<file path="config.mk">
export PLATFORM = sky130hd
export DESIGN_NAME = gpio_bidir_seq
export DESIGN_NICKNAME = d
export VERILOG_FILES = /design/src/rtl/gpio_bidir_seq.sv
export SDC_FILE = /design/constraint.sdc
export NUM_CORES = 1
export LEC_CHECK = 0
export BUFFER_PORTS_ARGS = -buffer_cell sky130_fd_sc_hd__buf_2
export CORE_MARGIN = 2
export CORE_UTILIZATION = 35
export CTS_CLUSTER_DIAMETER = 100
export DETAILED_ROUTE_END_ITERATION = 7
export MAX_ROUTING_LAYER = met4
export PLACE_DENSITY = 0.63
export SLEW_MARGIN = 25
export SYNTH_ARGS = -nofsm -noshare
export SYNTH_HDL_FRONTEND = slang
export SYNTH_SLANG_ARGS = --single-unit
export TNS_END_PERCENT = 5
</file>
<file path="constraint.sdc">
create_clock -name clk -period 4.19 [get_ports clk]
set_clock_uncertainty 0.05 [all_clocks]
set_input_delay 0.2095 -clock clk [delete_from_list [all_inputs] [get_ports clk]]
set_output_delay 0.2095 -clock clk [all_outputs]
set_load 0.1 [all_outputs]
</file>
<file path="src/rtl/gpio_bidir_seq.sv">
// Half-duplex 8-bit link sequencer for the fabric side of a GPIO pad buffer.
// Turns single-word requests into strobed pad transactions with bus turnaround.
module gpio_bidir_seq #(
   parameter int unsigned STROBE_CYCLES = 2,
   parameter int unsigned TURNAROUND    = 2,
   parameter int unsigned SAMPLE_DELAY  = 1
) (
   input  logic       clk,
   input  logic       rst_n,
   input  logic       req_valid,
   output logic       req_ready,
   input  logic       req_write,
   input  logic [7:0] req_data,
   output logic       rsp_valid,
   output logic [7:0] rsp_data,
   output logic [7:0] dout_o,
   output logic       oe_n_o,
   input  logic [7:0] din_i,
   output logic       wr_strobe_o,
   output logic       rd_strobe_o
);

   localparam logic [7:0] SC_M1 = 8'(STROBE_CYCLES - 1);
   localparam logic [7:0] SD_M1 = 8'(SAMPLE_DELAY - 1);
   localparam logic [7:0] TA_M1 =
      (TURNAROUND == 0) ? 8'd0 : 8'(TURNAROUND - 1);

   typedef enum logic [2:0] {
      IDLE,
      WR_SETUP,
      WR_STROBE,
      WR_HOLD,
      TURN,
      RD_STROBE,
      RD_WAIT,
      RD_DONE
   } state_t;

   state_t     state_q, state_d;
   logic [7:0] cnt_q, cnt_d;
   logic       ready_q, ready_d;
   logic       oe_n_q, oe_n_d;
   logic       wr_q, wr_d;
   logic       rd_q, rd_d;
   logic       rv_q, rv_d;
   logic [7:0] dout_q, dout_d;
   logic [7:0] rdata_q, rdata_d;
   logic       accept;

   assign accept = req_valid && ready_q;

   // Counter loads N-1 on entry; a state ends on the cycle it reads zero.
   always_comb begin
      state_d = state_q;
      cnt_d   = cnt_q;
      unique case (state_q)
         IDLE: begin
            if (accept) begin
               state_d = req_write ? WR_SETUP : RD_STROBE;
               cnt_d   = req_write ? 8'd0 : SC_M1;
            end
         end
         WR_SETUP: begin
            state_d = WR_STROBE;
            cnt_d   = SC_M1;
         end
         WR_STROBE: begin
            if (cnt_q == 8'd0) state_d = WR_HOLD;
            else               cnt_d   = cnt_q - 8'd1;
         end
         WR_HOLD: begin
            state_d = (TURNAROUND == 0) ? IDLE : TURN;
            cnt_d   = TA_M1;
         end
         TURN: begin
            if (cnt_q == 8'd0) state_d = IDLE;
            else               cnt_d   = cnt_q - 8'd1;
         end
         RD_STROBE: begin
            if (cnt_q == 8'd0) begin
               state_d = RD_WAIT;
               cnt_d   = SD_M1;
            end else begin
               cnt_d = cnt_q - 8'd1;
            end
         end
         RD_WAIT: begin
            if (cnt_q == 8'd0) state_d = RD_DONE;
            else               cnt_d   = cnt_q - 8'd1;
         end
         RD_DONE: state_d = IDLE;
      endcase
   end

   // Outputs are registered from the next state so they track state exactly.
   always_comb begin
      ready_d = (state_d == IDLE);
      oe_n_d  = !((state_d == WR_SETUP) ||
                  (state_d == WR_STROBE) ||
                  (state_d == WR_HOLD));
      wr_d    = (state_d == WR_STROBE);
      rd_d    = (state_d == RD_STROBE);
      rv_d    = (state_d == RD_DONE);
      dout_d  = (accept && req_write) ? req_data : dout_q;
      rdata_d = ((state_q == RD_WAIT) && (cnt_q == 8'd0)) ? din_i : rdata_q;
   end

   always_ff @(posedge clk or negedge rst_n) begin
      if (!rst_n) begin
         state_q <= IDLE;
         cnt_q   <= 8'd0;
         ready_q <= 1'b0;
         oe_n_q  <= 1'b1;
         wr_q    <= 1'b0;
         rd_q    <= 1'b0;
         rv_q    <= 1'b0;
         dout_q  <= 8'd0;
         rdata_q <= 8'd0;
      end else begin
         state_q <= state_d;
         cnt_q   <= cnt_d;
         ready_q <= ready_d;
         oe_n_q  <= oe_n_d;
         wr_q    <= wr_d;
         rd_q    <= rd_d;
         rv_q    <= rv_d;
         dout_q  <= dout_d;
         rdata_q <= rdata_d;
      end
   end

   assign req_ready   = ready_q;
   assign oe_n_o      = oe_n_q;
   assign wr_strobe_o = wr_q;
   assign rd_strobe_o = rd_q;
   assign rsp_valid   = rv_q;
   assign dout_o      = dout_q;
   assign rsp_data    = rdata_q;

endmodule

</file>
==> impl_metrics.tcl, run 1 <==
set metrics [dict create \
    status "complete, no violations" \
    grt_pass1_wl_mm 6.016 \
    synth_cell_types 57 \
    overflow 0 \
    dpl-instance-area_um2 1878 \
    insertion_delay_ns 0.29 \
    r2r-end "cnt_q[0]" \
    htree_num_levels 2 \
    clk_pin_slew_ns 0.08 \
    rsz0062_at_grt "false" \
    setup_ws_ns 1.936 \
    layout_common_cells "buf_2, dfrtp_1, nand2_1, mux2_2, mux2_4" \
    hold_viol 0 \
    clkSinkCount 32 \
    start_util 0.3713 \
    worstHoldPathCells 2 \
    finalCritPeriodShare 0.5379 \
    start_kind "flip-flop" \
    drive_gt1_frac 0.4396 \
    core-area_um2 4444 \
    nets 203 \
    layout.cells.non_filler 234 \
    antenna_cells 0 \
    first_global_vias 1291 \
    synth-seq-cells 32 \
    pre_cts_ws_ns 2.044 \
    clockRootBuffer "clkbuf_8" \
    die_x_um 72.67 \
    yosys_warnings 0 \
    max_slew_margin 0.5193 \
    die-area_um2 5280 \
    synth_edf_count 0 \
    drt_first_iter_violations 57 \
    drtPass1Iterations 4 \
    vias_per_cell 5.470 \
    synth-async-reset-ratio 1.000 \
    drv_slew 0 \
    rr_startpoint "cnt_q[0]" \
    antenna_found_initial 0 \
    wirelength_mm 3.577 \
    crit_type "reg -> reg" \
    period_needed_ns 2.254 \
    worstHoldStart "din_i[2]" \
    design_area_um2 2014 \
    synthCells 138 \
    drc 0 \
    fmax_ghz 0.4437 \
    syn_nets 160 \
    dpl.hpwl_mm 2.570 \
    postCtsSetupRepairBufs 0 \
    ant_nets 0 \
    drv_cap 0 \
    io_pins 41 \
    routedWlPerCell_um 15.29 \
    worstHoldEndpoint "rsp_data[2]" \
    die_h_um 72.67 \
    synth-main-ff-cell "dfrtp_1" \
    fillers 433 \
    worst_slew_pin_slew_ns 0.7111 \
    hold_class "in -> reg" \
    vias 1280 \
    placed_cells 225 \
    clockBufferDepth 2 \
    arrival_ns 2.38 \
    gp_congestion 0.8241 \
    placementRows 24 \
    netlist_area_um2 1650 \
    post_cts_resize_count 0 \
    required_ns 4.32 \
    cts_made_buffers 5 \
    grt_max_degree 33 \
    r2r_slack_ns 1.94 \
    tns_ns 0 \
    final_common_cell "buf_2" \
    portBuffers 40 \
    cts_tree "yes" \
    syn_avg_cell_area_um2 11.96 \
    syn_to_final_growth_pct 22.06 \
    ys_seq_area_frac 0.4860 \
    setup_viol 0 \
    cp-end-kind "flip-flop" \
    path_max_fanout 5 \
    grtUsageTotal 0.1498 \
    r2r_cells 6 \
]
## state kept, by name, summed over array words and instances (netlist names)
| register | cells |
|---|---|
| cnt_q | 8 |
| dout_o | 8 |
| rsp_data | 8 |
| state_q | 3 |
| oe_n_o | 1 |
| rd_strobe_o | 1 |
| req_ready | 1 |
| rsp_valid | 1 |
| wr_strobe_o | 1 |
## per-stage QoR
stage	utilization	hold slack, ns
3_3_place_gp	0.4226	0.2378
6_report	0.4533	0.1109
3_5_place_dp	0.4226	0.2505
5_1_grt	0.4533	0.09961
4_1_cts	0.4533	0.1015
2_1_floorplan	-	-0.1361
## cell type report
class | count | area [um^2] | area share
Multi-Input combinational cell | 97 | 795.8 | 0.3950
Sequential cell | 32 | 802.0 | 0.3981
Clock buffer | 7 | 96.34 | 0.04783
Clock inverter | 1 | 30.03 | 0.01491
Timing Repair Buffer | 41 | 210.2 | 0.1043
Tap cell | 52 | 65.06 | 0.03230
Inverter | 4 | 15.01 | 0.007453
## Yosys cell counts, drive strengths merged, types with 2 or more instances
cell type / number / share of area
a21o: 3 / 0.014
a21oi: 5 / 0.015
a22oi: 2 / 0.0091
and2: 3 / 0.012
buf: 2 / 0.015
clkbuf: 3 / 0.0076
dfrtp: 31 / 0.47
ha: 2 / 0.015
inv: 4 / 0.0091
mux2: 17 / 0.13
mux2i: 3 / 0.018
nand2: 9 / 0.020
nand3: 7 / 0.021
nand3b: 2 / 0.0091
nor2: 6 / 0.018
nor3: 3 / 0.012
o21ai: 3 / 0.016
o21bai: 2 / 0.0091
or3: 3 / 0.015
## worst max path at each step
stage | start | endpoint | slack, ns
6_report | cnt_q[0] | cnt_q[0] | 1.94
3_5_place_dp | cnt_q[0] | rsp_data[4] | 2.04
5_1_grt | cnt_q[0] | cnt_q[0] | 1.88
2_1_floorplan | req_ready | cnt_q[7] | 1.97
4_1_cts | cnt_q[0] | cnt_q[0] | 2.02
3_3_place_gp | cnt_q[0] | cnt_q[0] | 2.12
## cells by family after synthesis
logic type / synth area share
muxes: 0.1524
buffers and inverters: 0.03184
DFF: 0.4860
and+or+nand+nor: 0.1569
adders and majority gates: 0.01516
AOI/OAI and AO/OA: 0.1577
## metal layers
metal / share of wire / routed length (um) / vias to the layer above / GRT usage
met4: 0.020 / 70 / 0 / 0.06379
li1: - / - / 605 / -
met5: 0 / 0 / - / -
met3: 0.071 / 254 / 12 / 0.04006
met1: 0.44 / 1556 / 603 / 0.1729
met2: 0.47 / 1696 / 60 / 0.2455
## worst max-delay path: stages (launching register included)
cell,delay (ns)
dfrtp_1,0.43
inv_1,0.14
ha_1,0.18
nor4b_1,0.60
a311o_2,0.34
o221ai_1,0.14
mux2_2,0.28
## what timing repair did
item,CTS,global route
endpoints found under the setup margin,0,0
hold endpoints to repair,31,0
hold buffers,1,0
Power of run 1 is left out: the tool's default activity adds up to more than one toggle a clock period on the data nets, which glitch-free logic cannot reach.
==> inputs of run 2 (changes only) <==
--- a/config.mk
+++ b/config.mk
@@ -11,7 +11,7 @@
 export CTS_CLUSTER_DIAMETER = 100
 export DETAILED_ROUTE_END_ITERATION = 7
 export MAX_ROUTING_LAYER = met4
-export PLACE_DENSITY = 0.63
+export PLACE_DENSITY = 0.65
 export SLEW_MARGIN = 25
 export SYNTH_ARGS = -nofsm -noshare
 export SYNTH_HDL_FRONTEND = slang
==> constraint.sdc (replaced) <==
create_clock -name clk -period 1.9 [get_ports clk]
set_clock_uncertainty 0.05 [all_clocks]
set_input_delay 0.095 -clock clk [delete_from_list [all_inputs] [get_ports clk]]
set_output_delay 0.095 -clock clk [all_outputs]
set_load 0.1 [all_outputs]
==> run 2 against run 1 <==
The flow now finishes with violations (setup timing). Maximum frequency rose by 14%. Global-route usage rose by 1.9 points. Sequential share of layout area fell by 6.2 points. Clock-buffer cell count fell by 1. Register-to-register slack got worse by 2.0 ns. First-iteration DRC count rose by 16%. Critical endpoint is now rsp_data[3]. Largest cell class is now multi-input combinational cells. Highest routed layer unchanged.
==> impl_metrics.tcl, run 2 (synthesis gave the netlist of run 1 again) <==
set metrics [dict create \
    wirelength_mm 4.045 \
    setup_viol 11 \
    cp_cell_sequence "inv_2 > ha_4 > or4b_4 > nor2_4 > and3_4 > mux2_4" \
    hold_class "in -> reg" \
    die_x_um 72.67 \
    overflow 0 \
    cp-end-kind "flip-flop" \
    drv_cap 0 \
    routedWlPerCell_um 14.60 \
    dpl.hpwl_mm 2.679 \
    arrival_ns 2.09 \
    grt_pass1_wl_mm 6.817 \
    grtUsageTotal 0.1692 \
    drv_slew 0 \
    nets 246 \
    drtPass1Iterations 4 \
    cts_tree "yes" \
    worstHoldPathCells 2 \
    start_util 0.3713 \
    path_max_fanout 5 \
    period_needed_ns 1.979 \
    cts_made_buffers 5 \
    required_ns 2.01 \
    insertion_delay_ns 0.28 \
    crit_type "reg -> reg" \
    vias_per_cell 5.177 \
    max_slew_margin 0.5340 \
    clk_pin_slew_ns 0.07 \
    syn_to_final_growth_pct 44.88 \
    worst_slew_pin_slew_ns 0.6990 \
    violations "setup timing" \
    placementRows 24 \
    portBuffers 40 \
    die-area_um2 5280 \
    final_common_cell "buf_2" \
    io_pins 41 \
    clkSinkCount 32 \
    cp_top_family "simple AND/OR/NAND/NOR gates" \
    drt_first_iter_violations 66 \
    drc 0 \
    setup_ws_ns -0.07876 \
    vias 1434 \
    critPathBufInv 1 \
    antenna_cells 0 \
    clockBufferDepth 2 \
    htree_num_levels 2 \
    layout_common_cells "buf_2, buf_4, dfrtp_1, dlygate4sd3_1, mux2_2" \
    tns_ns -0.6051 \
    drive_gt1_frac 0.5289 \
    slowest_delay_ns 0.50 \
    antenna_found_initial 0 \
    grt_max_degree 33 \
    holdWs_ns 0.004061 \
    r2r_cells 6 \
    cpMaxStageDelayCell "or4b_4" \
    placed_cells 250 \
    ant_nets 0 \
    cp.depth 6 \
    finalCritPeriodShare 1.041 \
    fmax_ghz 0.5054 \
    start_kind "flip-flop" \
    layout.cells.non_filler 277 \
    hold_viol 0 \
    rsz0062_at_grt "true" \
    die_h_um 72.67 \
    first_global_vias 1501 \
    gp_congestion 0.8384 \
    pre_cts_ws_ns -0.1140 \
    status "complete, but fails checks" \
    clockRootBuffer "clkbuf_8" \
    core-area_um2 4444 \
]
[run 2: path summary, 6_finish.rpt]
path | from | end | slack, ns
worst max-delay path | cnt_q[1] | rsp_data[3] | -0.08
worst min-delay path | req_data[1] | dout_o[1] | 0.004
worst max register to register | cnt_q[1] | rsp_data[3] | -0.08
worst min register to register | dout_o[4] | dout_o[4] | 0.45
max in group asynchronous | rst_n | req_ready | 0.96
min in group asynchronous | rst_n | dout_o[4] | 0.36
[run 2: worst register-to-register path: stages, from the launching register on]
cell	delay [ns]
dfrtp_1	0.40
inv_2	0.09
ha_4	0.12
or4b_4	0.50
nor2_4	0.13
and3_4	0.26
mux2_4	0.31
[run 2: what timing repair did]
action | CTS | global route
buffers inserted | 4 | 2
hold endpoints to repair | 42 | 0
pin swaps | 2 | 3
gates resized for setup | 6 | 5
cloned | 1 | 0
endpoints found under the setup margin | 13 | 17
hold buffers | 12 | 0
[run 2: layout make-up]
class / instances / area [um^2]
multi-input combinational: 98 / 847.1
fill: 378 / 2053
clock inverter: 2 / 35.03
clock buffer: 6 / 72.57
sequential: 32 / 803.3
inverter: 4 / 15.01
tap: 52 / 65.06
timing repair buffer: 83 / 553.0
[run 2: stage by stage]
step                cell area, um^2    util
floorplan                      1652       -
global placement               2067  0.4651
detailed placement             2067  0.4651
CTS                            2361  0.5313
global route                   2391  0.5380
finish                         2391  0.5380
[run 2: per-layer routing]
layer,up-vias,part of all wire,global-route usage
met5,-,0,-
met4,0,0.020,0.05761
met3,8,0.053,0.04006
met2,55,0.47,0.2879
met1,682,0.45,0.1956
li1,689,-,-
Power of run 2 is left out for the same reason.
